**src/rtl/sync_fifo_pkg.sv**
```systemverilog
// Shared defaults and pointer-compare helpers for the sync_fifo slice.
// Pointers carry one extra wrap bit above the memory index bits.
package sync_fifo_pkg;

   localparam int DATA_WIDTH_DEF = 6;
   localparam int ADDR_WIDTH_DEF = 4;

   // Both pointers equal, wrap bit included: nothing stored.
   function automatic logic ptr_empty(
      input logic [31:0] wr,
      input logic [31:0] rd
   );
      return wr == rd;
   endfunction

   // Same slot but opposite lap: every slot holds live data.
   function automatic logic ptr_full(
      input logic [31:0] wr,
      input logic [31:0] rd,
      input logic [4:0]  aw
   );
      logic [31:0] mask;
      mask = (32'd1 << aw) - 32'd1;
      return (wr[aw] != rd[aw]) && ((wr & mask) == (rd & mask));
   endfunction

endpackage

```
**src/rtl/sync_fifo_if.sv**
```systemverilog
// Producer/consumer bundle for sync_fifo.
// The master drives requests; the slave (the FIFO) returns data and status.
interface sync_fifo_if #(
   parameter int DATA_WIDTH = 6
);

   logic [DATA_WIDTH-1:0] data_in;
   logic                  write_enable;
   logic                  read_enable;
   logic [DATA_WIDTH-1:0] data_out;
   logic                  fifo_full;
   logic                  fifo_empty;

   modport master (
      output data_in,
      output write_enable,
      output read_enable,
      input  data_out,
      input  fifo_full,
      input  fifo_empty
   );

   modport slave (
      input  data_in,
      input  write_enable,
      input  read_enable,
      output data_out,
      output fifo_full,
      output fifo_empty
   );

endinterface

```
**src/rtl/sync_fifo_mem.sv**
```systemverilog
// Simple dual-port RAM: one write port, one registered read port.
// Only the read register is reset; the array keeps whatever it held.
module sync_fifo_mem #(
   parameter int DATA_WIDTH = 6,
   parameter int ADDR_WIDTH = 4,
   parameter int DEPTH      = 16
) (
   input  logic                  clk,
   input  logic                  rst_n,
   input  logic                  wr_en,
   input  logic [ADDR_WIDTH-1:0] wr_addr,
   input  logic [DATA_WIDTH-1:0] wr_data,
   input  logic                  rd_en,
   input  logic [ADDR_WIDTH-1:0] rd_addr,
   output logic [DATA_WIDTH-1:0] rd_data
);

   logic [DATA_WIDTH-1:0] ram [DEPTH];

   // Store the incoming word on an accepted write.
   always_ff @(posedge clk) begin
      if (wr_en) begin
         ram[wr_addr] <= wr_data;
      end
   end

   // Registered read; holds its value when no read is accepted.
   always_ff @(posedge clk or posedge rst_n) begin
      if (rst_n) begin
         rd_data <= '0;
      end else if (rd_en) begin
         rd_data <= ram[rd_addr];
      end
   end

endmodule

```
**src/rtl/sync_fifo.sv**
```systemverilog
// Single-clock FIFO: pointer and flag control around sync_fifo_mem.
// Reset input is active-high despite its legacy name.
module sync_fifo
   import sync_fifo_pkg::*;
#(
   parameter int DATA_WIDTH = DATA_WIDTH_DEF,
   parameter int ADDR_WIDTH = ADDR_WIDTH_DEF
) (
   input logic       clk,
   input logic       rst_n,
   sync_fifo_if.slave bus
);

   localparam int DEPTH = 1 << ADDR_WIDTH;

   logic [ADDR_WIDTH:0] wr_ptr;
   logic [ADDR_WIDTH:0] rd_ptr;
   logic                full;
   logic                empty;
   logic                wr_accept;
   logic                rd_accept;

   // Flags come only from registered pointers so they never glitch.
   always_comb begin
      empty = ptr_empty(32'(wr_ptr), 32'(rd_ptr));
      full  = ptr_full(32'(wr_ptr), 32'(rd_ptr), 5'(ADDR_WIDTH));
   end

   // Requests are dropped when they would overflow or underflow.
   always_comb begin
      wr_accept = bus.write_enable & ~full;
      rd_accept = bus.read_enable & ~empty;
   end

   // Write pointer advances once per stored word, wrapping naturally.
   always_ff @(posedge clk or posedge rst_n) begin
      if (rst_n) begin
         wr_ptr <= '0;
      end else if (wr_accept) begin
         wr_ptr <= wr_ptr + 1'b1;
      end
   end

   // Read pointer advances once per delivered word.
   always_ff @(posedge clk or posedge rst_n) begin
      if (rst_n) begin
         rd_ptr <= '0;
      end else if (rd_accept) begin
         rd_ptr <= rd_ptr + 1'b1;
      end
   end

   sync_fifo_mem #(
      .DATA_WIDTH (DATA_WIDTH),
      .ADDR_WIDTH (ADDR_WIDTH),
      .DEPTH      (DEPTH)
   ) u_mem (
      .clk     (clk),
      .rst_n   (rst_n),
      .wr_en   (wr_accept),
      .wr_addr (wr_ptr[ADDR_WIDTH-1:0]),
      .wr_data (bus.data_in),
      .rd_en   (rd_accept),
      .rd_addr (rd_ptr[ADDR_WIDTH-1:0]),
      .rd_data (bus.data_out)
   );

   assign bus.fifo_full  = full;
   assign bus.fifo_empty = empty;

endmodule

```
**src/flat_wrapper.sv**
```systemverilog
// flat-port wrapper written by rule: the top's interface ports become plain ports
module sync_fifo_flat import sync_fifo_pkg::*;
#(
   parameter int DATA_WIDTH = DATA_WIDTH_DEF,
   parameter int ADDR_WIDTH = ADDR_WIDTH_DEF
)
  (clk, rst_n, bus_data_in, bus_write_enable, bus_read_enable, bus_data_out, bus_fifo_full, bus_fifo_empty);
  sync_fifo_if #(.DATA_WIDTH(DATA_WIDTH)) bus_i ();
  input logic clk;
  input logic rst_n;
  input wire logic [$bits(bus_i.data_in)-1:0] bus_data_in;
  input wire logic [$bits(bus_i.write_enable)-1:0] bus_write_enable;
  input wire logic [$bits(bus_i.read_enable)-1:0] bus_read_enable;
  output wire logic [$bits(bus_i.data_out)-1:0] bus_data_out;
  output wire logic [$bits(bus_i.fifo_full)-1:0] bus_fifo_full;
  output wire logic [$bits(bus_i.fifo_empty)-1:0] bus_fifo_empty;
  assign bus_i.data_in = bus_data_in;
  assign bus_i.write_enable = bus_write_enable;
  assign bus_i.read_enable = bus_read_enable;
  assign bus_data_out = bus_i.data_out;
  assign bus_fifo_full = bus_i.fifo_full;
  assign bus_fifo_empty = bus_i.fifo_empty;
  sync_fifo #(.DATA_WIDTH(DATA_WIDTH), .ADDR_WIDTH(ADDR_WIDTH)) u_core (.clk(clk), .rst_n(rst_n), .bus(bus_i));
endmodule
```
**config.mk**
```make
export PLATFORM = sky130hd
export DESIGN_NAME = sync_fifo_flat
export DESIGN_NICKNAME = d
export VERILOG_FILES = /design/src/rtl/sync_fifo_pkg.sv /design/src/rtl/sync_fifo_if.sv /design/src/rtl/sync_fifo_mem.sv /design/src/rtl/sync_fifo.sv /design/src/flat_wrapper.sv
export SDC_FILE = /design/constraint.sdc
export NUM_CORES = 1
export LEC_CHECK = 0
export CAP_MARGIN = 15
export CORE_ASPECT_RATIO = 0.75
export CORE_UTILIZATION = 45
export CTS_BUF_LIST = sky130_fd_sc_hd__clkbuf_8 sky130_fd_sc_hd__clkbuf_16
export DETAILED_ROUTE_END_ITERATION = 8
export PLACE_DENSITY = 0.69
export SYNTH_ARGS = -nofsm -noshare
export SYNTH_HDL_FRONTEND = slang
export SYNTH_SLANG_ARGS = --single-unit
export TNS_END_PERCENT = 1
```
**constraint.sdc**
```tcl
create_clock -name clk -period 2.1 [get_ports clk]
set_input_delay 0.21 -clock clk [delete_from_list [all_inputs] [get_ports clk]]
set_output_delay 0.21 -clock clk [all_outputs]
set_load 0.05 [all_outputs]
```
# After elaboration in Yosys (flattened, before gate mapping)
# Memories as Yosys holds them, arrays and structs flattened. A register that Yosys moved wholly into a read port is not among the register bits.
# Index checks and enable logic that the tools add are counted.
[totals]
ff_bits = 10
out_inout_bits = 8
ramBits = 96
elab_cells = 15
n_memories = 1
input_bits = 10
[classes]
add_sub_neg = 2
n_reduce_logical = 1
n_bitwise = 4
muxes = 2
eq_ne = 3
[mem_list]
columns = ["memory", "depth", "word_bits", "rd", "rd_clocked_by_memory_dff", "wr", "line_no", "rtl"]
rows = [
  ["u_core.u_mem.ram", 16, 6, 1, 1, 1, "sync_fifo_mem.sv:18", "logic [DATA_WIDTH-1:0] ram [DEPTH];"],
]
[ops]
columns = ["cell", "n"]
rows = [
  ["adder 5 x 1 -> 5 bit (second input constant)", 2],
  ["== test 5 bit", 1],
  ["== test 4 bit", 1],
  ["AND 1 bit", 2],
  ["2-to-1 mux 1 bit", 2],
  ["NOT 1 bit", 2],
  ["logical AND 1 bit", 1],
  ["inequality test 1 bit", 1],
]

# Logic depth before layout (Yosys ltp)
# Gate-level depths: netlist (run 1).
[logic_depth]
ltp_word = 6
depth_mapped = 6
depth_no_buf = 4

# Cells and area by module
# Synthesis (run 1) repeated with hierarchy kept, for this count alone.
[unflattened]
hier_cells = 232
hier_area_um2 = 4618.2
[by_module_without_submodules]
columns = ["mod", "cells_each", "instances", "area_each_um2", "seq_area_each_um2"]
rows = [
  ["sync_fifo_mem", 186, 1, 4020.1, 3032.9],
  ["sync_fifo", 46, 1, 598.1, 250.2],
]

# Worst setup path before layout (run 1)
# Ideal clock, no wire load.
[synth_timing]
kind = "register -> register"
start = "reg u_core.wr_ptr[2]"
end = "mem u_core.u_mem.ram[3][0] (enable)"
period_less_slack_ps = 1906
path_buffers = 1
required_ps = 1723
setup_ps = 377
path_stages_with_launch = 6
arrival_time_ps = 1529
path_slack_ps = 194
path_cell_list = "dfrtp_1 > clkbuf_1 > xnor2_1 > nand4_2 > o211ai_1 > nor3_1"
[synth_between]
elab_chain_cells = 6
[synth_lines]
columns = ["element", "line_no", "rtl"]
rows = [
  ["from (decl)", "sync_fifo.sv:16", "logic [ADDR_WIDTH:0] wr_ptr;"],
  ["from (signal assigned)", "sync_fifo.sv:40", "wr_ptr <= wr_ptr + 1'b1;"],
  ["== test 4 bit", "sync_fifo_pkg.sv:24", "return (wr[aw] != rd[aw]) && ((wr & mask) == (rd & mask));"],
  ["logical AND 1 bit", "sync_fifo_pkg.sv:24", ""],
  ["NOT 1 bit", "sync_fifo.sv:31", "wr_accept = bus.write_enable & ~full;"],
  ["AND 1 bit", "sync_fifo.sv:31", ""],
  ["2-to-1 mux 1 bit", "sync_fifo_mem.sv:22", "if (wr_en) begin"],
  ["2-to-1 mux 1 bit (not written as such)", "sync_fifo_mem.sv:23", "ram[wr_addr] <= wr_data;"],
  ["to (decl)", "sync_fifo_mem.sv:18", ""],
]
# Parallel ways exist; a longest one is shown, timed or not.

# Final worst setup path (run 1)
[layout_timing]
start = "reg u_core.rd_ptr[0]"
end = "reg u_core.u_mem.rd_data[4] (read register of u_core.u_mem.ram)"
[layout_between]
elab_chain_cells = 3
[layout_lines]
columns = ["element", "line_no", "rtl"]
rows = [
  ["from (decl)", "sync_fifo.sv:17", "logic [ADDR_WIDTH:0] rd_ptr;"],
  ["from (signal assigned)", "sync_fifo.sv:49", "rd_ptr <= rd_ptr + 1'b1;"],
  ["== test 5 bit", "sync_fifo_pkg.sv:13", "return wr == rd;"],
  ["NOT 1 bit", "sync_fifo.sv:32", "rd_accept = bus.read_enable & ~empty;"],
  ["AND 1 bit", "sync_fifo.sv:32", ""],
  ["to (decl)", "sync_fifo_mem.sv:15", "output logic [DATA_WIDTH-1:0] rd_data"],
]
# Parallel ways exist; a longest one is shown, timed or not.
# A chain may end at the register's enable or synchronous reset.

==> summary.txt, run 1 <==
Dominant cell type by area after synthesis: edfxtp_1
Area of the multi-input gates: 0.00119 mm2
Std cell rows: 31
Power Total: 7.58 mW
Status: complete, no violations
Antenna-violating nets left: 0
Synthesized Nets: 248
Initial DRC Count: 187
Worst Max-Slew Pin Slew: 0.815 ns
Die Wd: 118 um
Yosys warning count: 0
Setup TNS: 0 ns
Worst vdd ir: 0.000593 V
Fin crit period: 2.03 ns
Core region area: 0.00974 mm2
CTS HTree Levels: 3
Max transition margin: 45.2%
Unique masters post-synth: 26
RSZ-0062 raised after global routing: no
GRT met3 Usage: 4.08%
Top-count cell post-synth: edfxtp_1
Top cell type's share of synthesized area: 63.2%
Routability Congestion: 0.772
Cts hold-fix bufs: 0
Largest net degree at the start of global routing: 20
Post-CTS sizing: 0
First-pass GRT wire length: 14200 um
Area growth, synth to finish: 17.6%
Cell Area, Synth: 0.00456 mm2
Final setup viols: 0
Worst setup EP type: flop
Final Max Slew Viols: 0
Fin nets: 282
Final HPWL DP: 6260 um
TritonRoute pass-1 iters: 4
Fin. Hold Viols: 0
Placed cell count: 388
Startpoint types: flop
GRT Resource Usage Total: 19.4%
Max Freq: 491 MHz
CP max stage cell: mux4_1
Port Buffers: 17
Area contributors post-synth: edfxtp_1 (63%), mux4_2 (9.4%), dfrtp_1 (8.8%), mux4_1 (2.9%), xnor2_1 (2.5%)
Post-Layout Cell Count: 404
Clk Latency, worst-skew pair: 0.35 ns
Yosys reg bits: 112
Antenna violations before repair: 0
Die height: 89.2 um
Final period utilization: 96.9%
Via count: 2224
Post-synth EDFFs: 96
Cell count after synthesis: 233
Post-synth top cells: edfxtp_1 (96), mux4_2 (19), dfrtp_1 (16)
CTS Sinks: 112
Drt total wl: 9140 um
Congestion Overflow GR: 0
Met2 usage: 30.7%
Pwr dens: 1410 mW/mm2
Clk pin slew, worst setup/hold paths: 0.07 ns
MaxCap Viol Count: 0
Met1 Track Usage GR: 27.9%
Die area: 0.0106 mm2
Cts bufs inserted: 9
Most Crowded Layer GR: met2
CTS tree: done
CP Data Required Time: 2.34 ns
Post-synth ARST share: 14.3%
Drt drc: 0
Slowest stage delay, CP: 0.66 ns
CP Class: flop to flop
Worst min-delay path category: input port to async pin
IO Pins: 18
Synth Flop Type: edfxtp_1
Post-DR wirelength/cell: 22.6 um
Post-CTS setup buffer count: 0
Starting density of the core: 46.9%
Clock Skews: 0.00723 ns
CP max FO: 6
Diodes inserted: 0
Worst path cell trace: buf_4 -> mux4_1 -> a22oi_1 -> nand2_1 -> mux2_2
Filler cells: 764
Critical Path AT: 2.27 ns
Largest delay share family, worst path: multiplexers
Mapped Avg Cell Area: 19.6 um2
Register area: 0.00328 mm2
Layout cell share with drive strength beyond 1: 23.5%
CTS Root Cell: clkbuf_16
Vias in the first global route: 2293
Sequential-to-total area share from yosys stat: 71.9%
Clock tree buffer depth: 2
Post-DR vias/cell: 5.50
Leak Pwr: 1.87 nW
Buf/Inv on CP: 1
-- final timing paths --
path | slack (ns) | startpoint | depth (start not counted) | end
min reg2reg | 0.51 | u_core.u_mem.rd_data[4] | 1 | u_core.u_mem.rd_data[4]
max in group asynchronous | 1.33 | rst_n | 2 | u_core.wr_ptr[2]
max | 0.07 | u_core.rd_ptr[0] | 5 | u_core.u_mem.rd_data[4]
min in group clk | 0.51 | u_core.u_mem.rd_data[4] | 1 | u_core.u_mem.rd_data[4]
min | 0.29 | rst_n | 2 | u_core.u_mem.rd_data[5]
max reg2reg | 0.07 | u_core.rd_ptr[0] | 5 | u_core.u_mem.rd_data[4]
-- worst reg2reg max path: cells and delay by family, from the launching register on --
| kind | cells | cell delay, ns |
|---|---|---|
| AO/OA/AOI/OAI | 1 | 0.22 |
| buffers and inverters | 1 | 0.23 |
| flip-flops | 1 | 0.46 |
| multiplexers | 2 | 0.92 |
| AND/OR/NAND/NOR | 1 | 0.09 |
-- through the flow --
step	hold slack, ns	util [%]	cell area [um2]	worst slack, ns
after floorplan	0.124	-	4560	0.194
after global placement	0.489	51.8	5040	0.133
after detailed placement	0.503	51.8	5040	0.116
after CTS	0.304	55.1	5370	0.0937
after global routing	0.342	55.1	5370	0.0126
final	0.292	55.1	5370	0.0654
-- flip-flops by register name, summed over array words and instances, names as in the netlist --
register and cells:
u_core.u_mem.ram 96, u_core.u_mem.rd_data 6, u_core.rd_ptr 5, u_core.wr_ptr 5
-- metal layers --
layer  up-vias  part of all wire (%)
met5         -                     0
met4         0                  0.92
met3         9                   5.7
met2        43                    47
met1      1166                    46
li1       1006                     -
-- placed cells by master (no fill, tap or decap), types with 7 or more instances in the layout --
| cell | count |
|---|---|
| a22oi_1 | 12 |
| and3_1 | 14 |
| buf_12 | 7 |
| buf_4 | 12 |
| clkbuf_16 | 9 |
| clkdlybuf4s50_1 | 15 |
| dfrtp_1 | 16 |
| edfxtp_1 | 96 |
| mux2_2 | 8 |
| mux4_2 | 19 |
| xnor2_1 | 13 |
-- kinds of logic (layout without fill, tap and decap cells) --
kind of cell | count (synthesis) | in the layout | synth area share, %
xor gates and xnor gates | 14 | 14 | 2.69
buffers and inverters | 15 | 54 | 1.89
adders and majority gates | 5 | 5 | 1.37
muxes | 32 | 32 | 14.2
DFF | 112 | 112 | 71.9
and+or+nand+nor | 35 | 35 | 4.36
AOI/OAI and AO/OA | 20 | 20 | 3.54
-- report_power, final --
| part | switching [mW] | internal [mW] |
|---|---|---|
| combinational | 1.49 | 1.28 |
| sequential | 0.202 | 2.78 |
| clock | 0.774 | 1.06 |
-- area by class of cell --
class                      instances  share of cell area [%]
sequential                       112                    61.2
multi-input combinational        106                    22.3
timing repair buffer              34                    7.09
clock buffer                       9                    4.20
tap                              132                    3.08
clock inverter                     7                    1.91
inverter                           4                   0.280
Power figures use the tool's default switching activity.
==> inputs of run 2 (changes only) <==
--- a/config.mk
+++ b/config.mk
@@ -10,7 +10,6 @@
 export CORE_UTILIZATION = 45
 export CTS_BUF_LIST = sky130_fd_sc_hd__clkbuf_8 sky130_fd_sc_hd__clkbuf_16
 export DETAILED_ROUTE_END_ITERATION = 8
-export PLACE_DENSITY = 0.69
 export SYNTH_ARGS = -nofsm -noshare
 export SYNTH_HDL_FRONTEND = slang
 export SYNTH_SLANG_ARGS = --single-unit
==> summary.txt, run 2 (same netlist as run 1, synthesis figures left out) <==
IO Pins: 18
Pwr dens: 1380 mW/mm2
CP Data Required Time: 2.33 ns
Post-CTS setup buffer count: 0
Area after DPL: 0.00512 mm2
Buf/Inv on CP: 1
Core region area: 0.00974 mm2
TritonRoute pass-1 iters: 4
Post-DR wirelength/cell: 22.9 um
R2R Setup Slk: 0.11 ns
Leak Pwr: 1.90 nW
Startpoint types: flop
Most frequent cells in the layout: edfxtp_1 (96), mux4_2 (19), clkdlybuf4s50_1 (15), dfrtp_1 (15), buf_4 (14)
Worst hold slack: 0.291 ns
CP Class: flop to flop
Max reg flops: 96
Clock tree buffer depth: 2
Fin area: 0.00543 mm2
Vias in the first global route: 2283
Area growth, synth to finish: 18.9%
Final setup viols: 0
Fin crit period: 1.99 ns
Die Wd: 118 um
Initial DRC Count: 172
Cells on worst reg2reg path: 5
Routability Congestion: 0.748
Cts hold-fix bufs: 0
Placed cell count: 394
R2r startpoint: u_core.rd_ptr[0]
Largest delay share family, worst path: multiplexers
Fin. Hold Viols: 0
Worst path cell trace: buf_4 -> mux4_1 -> a22oi_1 -> nand2_1 -> mux2_2
Starting density of the core: 46.9%
Worst Setup SP: u_core.rd_ptr[0]
Post-CTS sizing: 1
GRT Resource Usage Total: 19.6%
Power Total: 7.47 mW
Via count: 2230
Max Freq: 502 MHz
Met2 routed WL: 4150 um
Final HPWL DP: 6310 um
Commonest non-fill, non-tap cell in the layout: edfxtp_1
Layout cell share with drive strength beyond 1: 27.7%
Uppermost layer routed: met4
Diodes inserted: 0
Worst setup EP type: flop
MaxCap Viol Count: 0
Util after Layout: 55.7%
Status: complete, no violations
CTS tree: done
Top reg by flops: u_core.u_mem.ram
Worst vdd ir: 0.000682 V
CP max FO: 8
Cts bufs inserted: 9
Wire length on met1: 4690 um
Drt total wl: 9400 um
WL met3: 450 um
Slowest stage delay, CP: 0.64 ns
Max transition margin: 44.6%
Fin nets: 288
Post-DR vias/cell: 5.44
Final Max Slew Viols: 0
Antenna violations before repair: 0
First-pass GRT wire length: 14300 um
Critical Path AT: 2.22 ns
Biggest regs: u_core.u_mem.ram (96), u_core.u_mem.rd_data (6)
RSZ-0062 raised after global routing: no
Port Buffers: 17
CTS Sinks: 112
Std cell rows: 31
Drt drc: 0
CP max stage cell: mux4_1
CTS HTree Levels: 3
Die height: 89.2 um
CTS Root Cell: clkbuf_16
Worst Max-Slew Pin Slew: 0.825 ns
FF-to-FF End: u_core.u_mem.rd_data[3]
Clk pin slew, worst setup/hold paths: 0.07 ns
Die area: 0.0106 mm2
Worst min-delay path category: input port to async pin
Post-Layout Cell Count: 410
Filler cells: 750
Congestion Overflow GR: 0
Area of the multi-input gates: 0.00121 mm2
Register area: 0.00328 mm2
Largest net degree at the start of global routing: 28
Clk Latency, worst-skew pair: 0.35 ns
Final period utilization: 94.9%
Antenna-violating nets left: 0
Clock Skews: 0.0105 ns
[run 2: per-stage QoR]
stage,worst slack (ns),TNS (ns)
final,0.106,0
after global routing,0.0166,0
after CTS,0.0389,0
after detailed placement,0.00479,0
after global placement,-0.00173,-0.00173
after floorplan,0.194,0
[run 2: area by class of cell]
cell class              instances  share of cell area [%]
inverters                       4                   0.277
flip-flops and latches        112                    60.5
well taps                     132                    3.04
multi-input cells             106                    22.3
clock inverters                 6                   0.807
repair buffers                 40                    8.60
clock buffers                  10                    4.40
[run 2: per-layer routing]
| layer | vias to the layer above | GRT usage, % |
|---|---|---|
| li1 | 1013 | - |
| met1 | 1156 | 28.8 |
| met2 | 53 | 29.5 |
| met3 | 8 | 4.85 |
| met4 | 0 | 5.24 |
| met5 | - | 0 |
[run 2: how the worst max path moves through the flow]
stage	slack, ns	cells past startpoint	endpoint
global route	0.02	6	bus_fifo_full
finish	0.11	5	u_core.u_mem.rd_data[3]
detailed placement	0.005	6	u_core.u_mem.rd_data[2]
global placement	-0.002	6	u_core.u_mem.rd_data[2]
floorplan	0.19	5	u_core.u_mem.ram[3][0]
CTS	0.04	6	u_core.u_mem.rd_data[2]
[run 2: where the power goes]
part	leakage, nW	switching [mW]	internal (mW)
combinational	0.695	1.52	1.34
clock	0.145	0.770	0.844
sequential	1.06	0.207	2.78
total	1.90	2.50	4.97
==> inputs of run 3 (changes only) <==
--- a/config.mk
+++ b/config.mk
@@ -10,6 +10,7 @@
 export CORE_UTILIZATION = 45
 export CTS_BUF_LIST = sky130_fd_sc_hd__clkbuf_8 sky130_fd_sc_hd__clkbuf_16
 export DETAILED_ROUTE_END_ITERATION = 8
+export SLEW_MARGIN = 20
 export SYNTH_ARGS = -nofsm -noshare
 export SYNTH_HDL_FRONTEND = slang
 export SYNTH_SLANG_ARGS = --single-unit
==> results of run 3 <==
The final DEF is identical to that of run 2; final timing and power are the same.
